## config.mk

```make
export PLATFORM = sky130hd
export DESIGN_NAME = hex_ascii_serializer
export DESIGN_NICKNAME = d
export VERILOG_FILES = /design/src/rtl/hex_ascii_serializer.sv
export SDC_FILE = /design/constraint.sdc
export NUM_CORES = 1
export LEC_CHECK = 0
export CORE_MARGIN = 1
export CORE_UTILIZATION = 45
export CTS_CLUSTER_SIZE = 10
export DETAILED_ROUTE_END_ITERATION = 16
export GPL_TIMING_DRIVEN = 0
export PLACE_DENSITY = 0.76
export SLEW_MARGIN = 5
export SYNTH_ARGS = -nofsm -noshare
export SYNTH_HDL_FRONTEND = slang
export SYNTH_SLANG_ARGS = --single-unit
```

## constraint.sdc

```tcl
create_clock -name clk -period 15.15 [get_ports clk]
set_clock_uncertainty 0.2 [all_clocks]
set_input_delay 3.03 -clock clk [delete_from_list [all_inputs] [get_ports clk]]
set_output_delay 3.03 -clock clk [all_outputs]
set_load 0.02 [all_outputs]
```

## src/rtl/hex_ascii_serializer.sv

```systemverilog
// hex_ascii_serializer
// Captures one packed word of NUM_FIELDS fields and streams it out as ASCII
// hex digits, most significant nibble of field 0 first, with an optional
// separator byte between fields. Bytes leave through a valid/ready interface
// towards the UART transmitter.
// Optional feature: define HEX_ASCII_SERIALIZER_CRLF_EN to terminate every
// frame with CR (8'h0D) and LF (8'h0A).
module hex_ascii_serializer #(
    parameter int         NUM_FIELDS = 5,
    parameter int         FIELD_BITS = 8,
    parameter bit         SEP_EN     = 1'b1,
    parameter logic [7:0] SEP_CHAR   = 8'h2C,
    parameter bit         LOWERCASE  = 1'b0
) (
    input  logic                             clk,
    input  logic                             rst,
    input  logic                             in_valid,
    output logic                             in_ready,
    input  logic [NUM_FIELDS*FIELD_BITS-1:0] in_data,
    output logic                             out_valid,
    input  logic                             out_ready,
    output logic [7:0]                       out_data,
    output logic                             busy,
    output logic                             frame_done
);

    localparam int WORD_W  = NUM_FIELDS * FIELD_BITS;
    localparam int NIBS    = FIELD_BITS / 4;
    localparam int FIELD_W = $clog2(NUM_FIELDS) + 1;
    localparam int NIB_W   = $clog2(NIBS) + 1;

    localparam logic [FIELD_W-1:0] LAST_FIELD = FIELD_W'(NUM_FIELDS - 1);
    localparam logic [NIB_W-1:0]   LAST_NIB   = NIB_W'(NIBS - 1);

    // The state always names the byte currently presented on out_data.
    typedef enum logic [2:0] {
        ST_IDLE,
        ST_DIGIT,
        ST_SEP
`ifdef HEX_ASCII_SERIALIZER_CRLF_EN
        ,
        ST_CR,
        ST_LF
`endif
    } state_t;

    state_t               state_q, state_d;
    logic [FIELD_W-1:0]   field_q, field_d;
    logic [NIB_W-1:0]     nib_q, nib_d;
    logic [WORD_W-1:0]    data_q, data_d;
    logic                 out_valid_q, out_valid_d;
    logic [7:0]           out_data_q, out_data_d;
    logic                 in_ready_q, in_ready_d;
    logic                 busy_q, busy_d;
    logic                 frame_done_q, frame_done_d;
    logic                 emit_digit;

    // 4-bit value to its ASCII hex character.
    function automatic logic [7:0] nib_ascii(input logic [3:0] v);
        if (v < 4'd10) begin
            return 8'h30 + {4'h0, v};
        end
        if (LOWERCASE) begin
            return 8'h57 + {4'h0, v};
        end
        return 8'h37 + {4'h0, v};
    endfunction

    // Nibble n (0 = most significant) of field f within word.
    function automatic logic [3:0] pick_nibble(input logic [WORD_W-1:0]  word,
                                               input logic [FIELD_W-1:0] f,
                                               input logic [NIB_W-1:0]   n);
        int pos;
        pos = int'(f) * FIELD_BITS + (NIBS - 1 - int'(n)) * 4;
        return word[pos +: 4];
    endfunction

    // Next-state and next-output decode; a byte advances only when accepted.
    always_comb begin
        state_d      = state_q;
        field_d      = field_q;
        nib_d        = nib_q;
        data_d       = data_q;
        out_valid_d  = out_valid_q;
        out_data_d   = out_data_q;
        frame_done_d = 1'b0;
        emit_digit   = 1'b0;

        case (state_q)
            ST_IDLE: begin
                if (in_valid) begin
                    data_d      = in_data;
                    field_d     = '0;
                    nib_d       = '0;
                    state_d     = ST_DIGIT;
                    out_valid_d = 1'b1;
                    emit_digit  = 1'b1;
                end
            end

            ST_DIGIT: begin
                if (out_ready) begin
                    if (nib_q != LAST_NIB) begin
                        nib_d      = nib_q + 1'b1;
                        emit_digit = 1'b1;
                    end else if (field_q != LAST_FIELD) begin
                        field_d = field_q + 1'b1;
                        nib_d   = '0;
                        if (SEP_EN) begin
                            state_d    = ST_SEP;
                            out_data_d = SEP_CHAR;
                        end else begin
                            emit_digit = 1'b1;
                        end
                    end else begin
`ifdef HEX_ASCII_SERIALIZER_CRLF_EN
                        state_d    = ST_CR;
                        out_data_d = 8'h0D;
`else
                        state_d      = ST_IDLE;
                        out_valid_d  = 1'b0;
                        frame_done_d = 1'b1;
`endif
                    end
                end
            end

            ST_SEP: begin
                // Counters were already advanced to the next field's first nibble.
                if (out_ready) begin
                    state_d    = ST_DIGIT;
                    emit_digit = 1'b1;
                end
            end

`ifdef HEX_ASCII_SERIALIZER_CRLF_EN
            ST_CR: begin
                if (out_ready) begin
                    state_d    = ST_LF;
                    out_data_d = 8'h0A;
                end
            end

            ST_LF: begin
                if (out_ready) begin
                    state_d      = ST_IDLE;
                    out_valid_d  = 1'b0;
                    frame_done_d = 1'b1;
                end
            end
`endif

            default: begin
                state_d     = ST_IDLE;
                out_valid_d = 1'b0;
            end
        endcase

        if (emit_digit) begin
            out_data_d = nib_ascii(pick_nibble(data_d, field_d, nib_d));
        end

        in_ready_d = (state_d == ST_IDLE);
        busy_d     = (state_d != ST_IDLE);
    end

    // State, counters, captured word and registered outputs.
    always_ff @(posedge clk) begin
        if (rst) begin
            state_q      <= ST_IDLE;
            field_q      <= '0;
            nib_q        <= '0;
            data_q       <= '0;
            out_valid_q  <= 1'b0;
            out_data_q   <= 8'h00;
            in_ready_q   <= 1'b1;
            busy_q       <= 1'b0;
            frame_done_q <= 1'b0;
        end else begin
            state_q      <= state_d;
            field_q      <= field_d;
            nib_q        <= nib_d;
            data_q       <= data_d;
            out_valid_q  <= out_valid_d;
            out_data_q   <= out_data_d;
            in_ready_q   <= in_ready_d;
            busy_q       <= busy_d;
            frame_done_q <= frame_done_d;
        end
    end

    assign in_ready   = in_ready_q;
    assign out_valid  = out_valid_q;
    assign out_data   = out_data_q;
    assign busy       = busy_q;
    assign frame_done = frame_done_q;

endmodule

```

# Yosys cells after proc, flatten, opt, wreduce, memory -nomap -nowiden
# Cells that the tools add are included.
dict set report totals {
  output_inout_bits 12
  regBits 61
  in_bits 44
  elab_cells 76
}
dict set report op_classes {
  muxes 38
  n_reduce_logical 9
  n_lt_le_gt_ge 1
  shift 1
  add_sub_neg 6
  n_eq_ne 9
  n_bitwise 3
}
# op n
set ops {}
lappend ops {{$mux 40} 2}
lappend ops {{$mux 8} 7}
lappend ops {{$shiftx 40x9->4} 1}
lappend ops {{$mux 4} 4}
lappend ops {{$add 6x4->7 const A} 2}
lappend ops {{$mux 3} 4}
lappend ops {{$mux 1} 11}
lappend ops {{$mux 2} 5}
lappend ops {{$ne 2x2->1 const B} 5}
lappend ops {{$add 8x5->9} 1}
lappend ops {{$pmux 3 s3} 1}
lappend ops {{$pmux 4 s2} 1}
lappend ops {{$logic_not 3->1} 2}
lappend ops {{$pmux 1 s3} 2}
lappend ops {{$reduce_bool 2->1} 3}
lappend ops {{$reduce_and 5->1} 1}
lappend ops {{$add 4x1->4 const B} 1}
lappend ops {{$lt 4x4->1 const B} 1}
lappend ops {{$ne 4x3->1 const B} 1}
lappend ops {{$pmux 2 s2} 1}
lappend ops {{$reduce_and 4->1} 1}
lappend ops {{$reduce_or 4->1} 1}
lappend ops {{$eq 3x1->1 const B} 1}
lappend ops {{$eq 3x2->1 const B} 1}
lappend ops {{other kinds (5)} 7}

# Logic depth before layout (Yosys ltp)
# Gate-level depths: netlist of the first run.
dict set report logic_depth {
  word_depth 13
  depth_mapped 21
  mapped_depth_nobuf 20
}

# Least setup slack after synthesis of the first run
# OpenSTA, ideal clock, no wires.
dict set report synth_path {
  path_type {input to register}
  start {input in_valid}
  end {register out_data_q[4] (netlist: out_data[4])}
  arrival_ps 7106
  path_slack_ps 7729
  cell_stages 20
  setup_ps 115
  n_path_buf 4
  cell_sequence {nand2b_4 nor3_4 clkbuf_1 clkbuf_1 buf_1 nor2_1 ha_1 fa_1 xnor2_1 clkbuf_1 nand2_1 and3_1 a311oi_1 o21ai_0 o211ai_1 nand2_1 ha_1 nand2b_1 a21o_1 and3_1}
}
dict set report synth_between {
  word_cells_on_any_way 24
  classes_between {4 x add/sub; 1 x order compare; 1 x eq/ne; 1 x shift; 13 x mux; 4 x reduce/logical}
}
# item line_no
set synth_rtl {}
lappend synth_rtl {{from (decl)} 17} ;# input logic in_valid,
lappend synth_rtl {{$mux 4 *} 91} ;# if (in_valid) begin
lappend synth_rtl {{$pmux 4 s2 *} 89} ;# case (state_q)
lappend synth_rtl {{via field_d[0]} 48} ;# logic [FIELD_W-1:0] field_q, field_d;
lappend synth_rtl {{$add 8x5->9 *} 74} ;# pos = int'(f) * FIELD_BITS + (NIBS - 1 - int'(n)) * 4;
lappend synth_rtl {{$shiftx 40x9->4 *} 75} ;# return word[pos +: 4];
lappend synth_rtl {{$lt 4x4->1} 60} ;# if (v < 4'd10) begin
lappend synth_rtl {{$mux 1} 60}
lappend synth_rtl {{$mux 1} 159} ;# if (emit_digit) begin
lappend synth_rtl {{$mux 8 *} 63} ;# if (LOWERCASE) begin
lappend synth_rtl {{$mux 8 *} 159}
lappend synth_rtl {{to (signal assigned)} 185} ;# out_data_q <= out_data_d;
lappend synth_rtl {{to (decl)} 52} ;# logic [7:0] out_data_q, out_data_d;
# The timed path passes the listed nets; every way through them passes the cells marked *. The select of a mux whose other input is x is not followed.
# A chain may end at the register's enable or synchronous reset.

# Worst setup path after layout of the first run
# Same ends and word-level chain as after synthesis.

==> impl_metrics.ini, run 1 <==
[drt]
top_layer_used = met4
drc = 0
drt_iter0_markers = 239
wl_met2_mm = 4.08
drt-met1-wl_mm = 3.71
vias = 3195
drt-wirelength-per-cell_um = 14.8
via_per_inst = 5.55
ant_nets = 0
routed_wl_mm = 8.52
wl_met3_um = 488
drt_pre_antenna_iters = 5

[place]
placed_area_um2 = 3860
place_hpwl_mm = 6.22
port_buffers = 54
gp_congestion = 0.871

[critical_path]
path_cells = clkdlybuf4s50_1 -> nand2b_4 -> nor3_4 -> clkbuf_1 -> clkbuf_1 -> buf_1 -> nor2_1 -> ha_1 -> fa_1 -> xnor2_1 -> clkbuf_1 -> nand2_1 -> and3_1 -> a311oi_1 -> o21ai_0 -> o211ai_1 -> nand2_1 -> ha_1 -> nand2b_1 -> a21o_1 -> and3_1
slowest_stage = clkdlybuf4s50_1
crit_fanout = 10
critPathLaunch = in_valid
crit_top_cell = clkbuf_1
reg2reg_from = state_q[2]
endpoint_kind = flip-flop
crit_required_ns = 15.19
path_class = in2reg
crit_path_start_kind = input port
arrival_ns = 8.91
slowest_delay_ns = 0.55

[cts]
ctsResizeCount = 0
insertion_delay_ns = 0.34
clkTransAtPathRegs_ns = 0.06
cts_max_path_buffers = 2
clock_sinks = 60
cts_root_buf = clkbuf_8
cts_setup_buffers = 0
cts_max_level = 3
ctsHoldBuffers = 0
cts_tree = yes
numCtsBuffers = 9

[logic_synthesis]
ys_warn_count = 0
syn-cell-area_um2 = 3200
ys_seq_area_frac = 0.376
synth_most_common_cell = nand2_1
syn_inst = 410
synth_edf_count = 0
synth_top_cell_by_area = dfxtp_1
synth_area_leaders = dfxtp_1 (38%), nand2_1 (13%), a21oi_1 (6.9%), mux2i_1 (3.8%), nor2_1 (3.6%)
synth_common_cells = nand2_1 (107), dfxtp_1 (60), a21oi_1 (44)
ys_types = 61
ys_ff_latch = 60
synth_area_per_cell_um2 = 7.80
synth_top_cell_area_share = 0.376
synthFlopType = dfxtp_1
async_flop_share = 0

[global_routing]
gr-total-overflow = 0
grt_pass1_vias = 2996
antenna_found_initial = 0
grt_max_degree = 11
grt_pass1_wl_mm = 14.1
gr-usage-all-layers = 0.246

[die]
coreArea_um2 = 6830
start_util = 0.468
die_h_um = 86.3
die_area_um2 = 7450
die_w_um = 86.3
io_pins = 56
rows = 30

[run_status]
outcome = complete, no violations

[power]
p_switching_uw = 92.3
p_per_area_nw_per_um2 = 90.5
p_seq_frac = 0.456
peakVddDrop_uv = 39.9
sw_frac_of_total = 0.251
power_frac_clock = 0.396
comb_power_share = 0.147
leakagePower_uw = 0.00154
intPower_uw = 276

[worst_hold_path]
min_from = out_data[1]
hp-class = reg2reg

[sta]
finalSetupViolCount = 0
tightest_slew_ns = 0.607
fmax_mhz = 113
hold_viol_final = 0
maxSlewHeadroom = 0.594
slew_viol_final = 0
min_period_over_period = 0.586
rsz0062_at_grt = false
tns_ns = 0
fin_crit_ns = 8.88

[finish]
nFillCells = 637
area_growth_pct = 27.2
fin_area_um2 = 4070
drive_above_1_share = 0.0729
antenna_cells = 0
final_nets = 528

[run]
maxCapViolCount = 0
==> per-stage QoR <==
stage	hold slack, ns	total power, uW	worst slack [ns]	util	std cells
2_1_floorplan	0.228	201	7.73	-	411
3_3_place_gp	0.239	224	5.98	0.565	561
3_5_place_dp	0.248	225	5.94	0.565	561
4_1_cts	0.256	370	6.28	0.595	576
5_1_grt	0.274	383	5.87	0.595	576
6_report	0.254	368	6.27	0.595	576
==> layout by cell type (no fill, tap or decap), types with 7 or more instances in the layout <==
master           Yosys  layout
nand2_1            107     107
dfxtp_1             60      60
clkdlybuf4s50_1      0      54
a21oi_1             44      44
nor2_1              31      31
clkbuf_1            16      16
o21ai_0             16      16
clkbuf_8             0      15
mux2i_1             12      12
inv_1               10      10
nand3_1              9       9
ha_1                 7       7
==> power by group through the flow <==
stage | sequential [uW] | clock (uW) | combinational, uW
after floorplan | 172 | 0 | 28.5
after global placement | 171 | 0 | 52.8
after detailed placement | 171 | 0 | 53.7
after CTS | 168 | 148 | 54.1
after global routing | 169 | 155 | 59.0
final | 168 | 146 | 54.2
==> sequential cells by signal, indices dropped and copies added (netlist names) <==
register / cells
frame_done: 1
busy: 1
nib_q: 2
out_valid: 1
in_ready: 1
out_data: 7
field_q: 4
data_q: 40
state_q: 3
==> area by class of cell <==
type | instances | area [um^2] | share of cell area
Sequential cell | 60 | 1200 | 0.295
Buffer | 24 | 110 | 0.0271
Clock buffer | 15 | 206 | 0.0508
Tap cell | 96 | 120 | 0.0295
Timing Repair Buffer | 54 | 541 | 0.133
Multi-Input combinational cell | 317 | 1850 | 0.455
Inverter | 10 | 37.5 | 0.00923
==> path summary, 6_finish.rpt <==
kind,end,slack (ns),cells after the start
worst max-delay path,out_data[4],6.27,21
worst min-delay path,out_data[1],0.25,2
worst max register to register,out_data[4],9.09,20
worst min register to register,out_data[1],0.25,2
==> routing by layer <==
metal	GRT usage	up-vias
met4	0.129	0
met1	0.308	1481
met5	0	-
li1	-	1560
met3	0.0419	22
met2	0.405	132
==> worst max-delay path, delay by kind of cell <==
kind                       cells  cell delay [ns]
adders and majority gates      3             0.89
xor gates and xnor gates       1             0.49
buffers and inverters          5             2.39
AOI/OAI and AO/OA              4             0.73
and+or+nand+nor                8             1.37
==> logic make-up (layout without fill, tap and decap cells) <==
kind of cell,after synthesis,in the layout,synth area share
AOI/OAI and AO/OA,102,102,0.212
muxes,14,14,0.0517
buffers and inverters,34,103,0.0462
xor gates and xnor gates,5,5,0.0137
DFF,60,60,0.376
and+or+nand+nor,186,186,0.266
adders and majority gates,8,8,0.0337
other,1,2,0.00117
Power figures use the tool's default switching activity.
==> inputs of run 2 (changes only) <==
PLACE_DENSITY = 0.78   (was 0.76)
clock period = 7.37 ns   (was 15.15 ns; I/O delays follow)
==> run 2 against run 1 <==
  * Sequential share of layout area about the same
  * Highest routed layer unchanged
  * Critical endpoint unchanged
  * Cell area about the same
  * Via count decreased by 1.6%
  * Worst setup slack got worse by 5.8 ns
  * Cell count increased by 0.35%
  * Count of clock-buffer cells in the layout decreased by 1
  * Power increased by 100%
  * Die area unchanged
  * Register-to-register slack got worse by 7.3 ns
  * Clock power increased by 92%
  * Sequential cell count unchanged
==> impl_metrics.ini, run 2 (synthesis gave the netlist of run 1 again) <==
[sta]
fin_crit_ns = 6.88
min_period_over_period = 0.934
tns_ns = 0
tightest_slew_ns = 0.593
hold_viol_final = 0
maxSlewHeadroom = 0.601
finalSetupViolCount = 0
fmax_mhz = 145
slew_viol_final = 0
rsz0062_at_grt = false

[critical_path]
endpoint_kind = flip-flop
crit_required_ns = 7.41
crit_path_start_kind = input port
slowest_delay_ns = 0.55
arrival_ns = 6.92
path_class = in2reg
crit_fanout = 10
path_cells = clkdlybuf4s50_1 -> nand2b_4 -> nor3_4 -> clkbuf_2 -> clkbuf_1 -> buf_1 -> nor2_1 -> ha_1 -> fa_1 -> xnor2_1 -> clkbuf_1 -> nand2_1 -> and3_1 -> a311oi_1 -> o21ai_0 -> o211ai_1 -> nand2_1 -> ha_1 -> nand2b_1 -> a21o_1 -> and3_1
slowest_stage = clkdlybuf4s50_1

[finish]
regMostFlops = data_q
drive_above_1_share = 0.0768
final_nets = 530
instances_no_fill = 578
fin_area_um2 = 4070
antenna_cells = 0
layout_commonest_cell = nand2_1
largest_reg_flops = 40
area_growth_pct = 27.2
layout_common_cells = nand2_1 (107), dfxtp_1 (60), clkdlybuf4s50_1 (54), a21oi_1 (44), nor2_1 (31)

[global_routing]
grt_pass1_wl_mm = 14.0
grt_pass1_vias = 3036
gr-total-overflow = 0
gr-usage-all-layers = 0.247
antenna_found_initial = 0
grt_max_degree = 11

[cts]
insertion_delay_ns = 0.35
cts_tree = yes
numCtsBuffers = 9
clock_sinks = 60
cts_root_buf = clkbuf_8
cts_max_path_buffers = 2
ctsHoldBuffers = 0
cts_max_level = 3
clkTransAtPathRegs_ns = 0.06

[die]
die_w_um = 86.3
rows = 30
die_area_um2 = 7450
die_h_um = 86.3
coreArea_um2 = 6830
start_util = 0.468
io_pins = 56

[worst_hold_path]
hp-class = reg2reg

[place]
place_hpwl_mm = 6.24
placed_area_um2 = 3860
dp.cells = 561
gp_congestion = 0.832
port_buffers = 54

[drt]
vias = 3145
routed_wl_mm = 8.41
ant_nets = 0
via_per_inst = 5.44
drc = 0
drt-wirelength-per-cell_um = 14.5
drt_iter0_markers = 244
drt_pre_antenna_iters = 5

[run]
maxCapViolCount = 0

[run_status]
outcome = complete, no violations

[power]
leakagePower_uw = 0.00155
peakVddDrop_uv = 94.8
p_per_area_nw_per_um2 = 182
## run 2: report_power, final
group,switching [uW],leakage [uW],internal [uW],total [uW]
clock,124,0.0000986,156,280
sequential,6.58,0.000490,339,345
combinational,59.2,0.000959,53.4,113
total,190,0.00155,549,738
## run 2: path summary, 6_finish.rpt
check	from	to	slack, ns	depth (start not counted)
worst max register to register	state_q[0]	out_data[4]	1.77	20
worst max-delay path	in_valid	out_data[4]	0.49	21
worst min register to register	out_data[1]	out_data[1]	0.25	2
worst min-delay path	out_data[1]	out_data[1]	0.25	2
## run 2: through the flow
stage	setup WS, ns	utilization	total power [uW]	hold slack [ns]
2_1_floorplan	1.50	-	413	0.228
3_3_place_gp	-0.202	0.565	460	0.240
3_5_place_dp	-0.286	0.565	463	0.245
4_1_cts	0.0558	0.593	740	0.253
5_1_grt	0.192	0.595	772	0.269
6_report	0.485	0.595	738	0.252
## run 2: per-layer routing
metal,GRT usage,vias to the layer above,part of all wire
met1,0.299,1452,0.44
met4,0.108,0,0.023
met5,0,-,0
met3,0.0733,15,0.057
li1,-,1568,-
met2,0.405,110,0.48
## run 2: worst max-delay path, delay by kind of cell
family | cells | cell delay [ns]
compound gates | 4 | 0.73
simple gates | 8 | 1.13
xor+xnor | 1 | 0.50
fa+ha+maj | 3 | 0.90
buf+inv | 5 | 2.17
## run 2: timing repair
action | in CTS | in global routing
gates resized for setup | 0 | 2
endpoints found under the hold margin | 0 | 0
endpoints found under the setup margin | 0 | 4
setup buffers | 0 | 2
## run 2: layout make-up
type | instances | area [um^2]
Sequential cell | 60 | 1200
Clock inverter | 1 | 5.00
Multi-Input combinational cell | 317 | 1850
Buffer | 24 | 111
Timing Repair Buffer | 56 | 556
Tap cell | 96 | 120
Inverter | 10 | 37.5
Clock buffer | 14 | 183
Fill cell | 642 | 2770
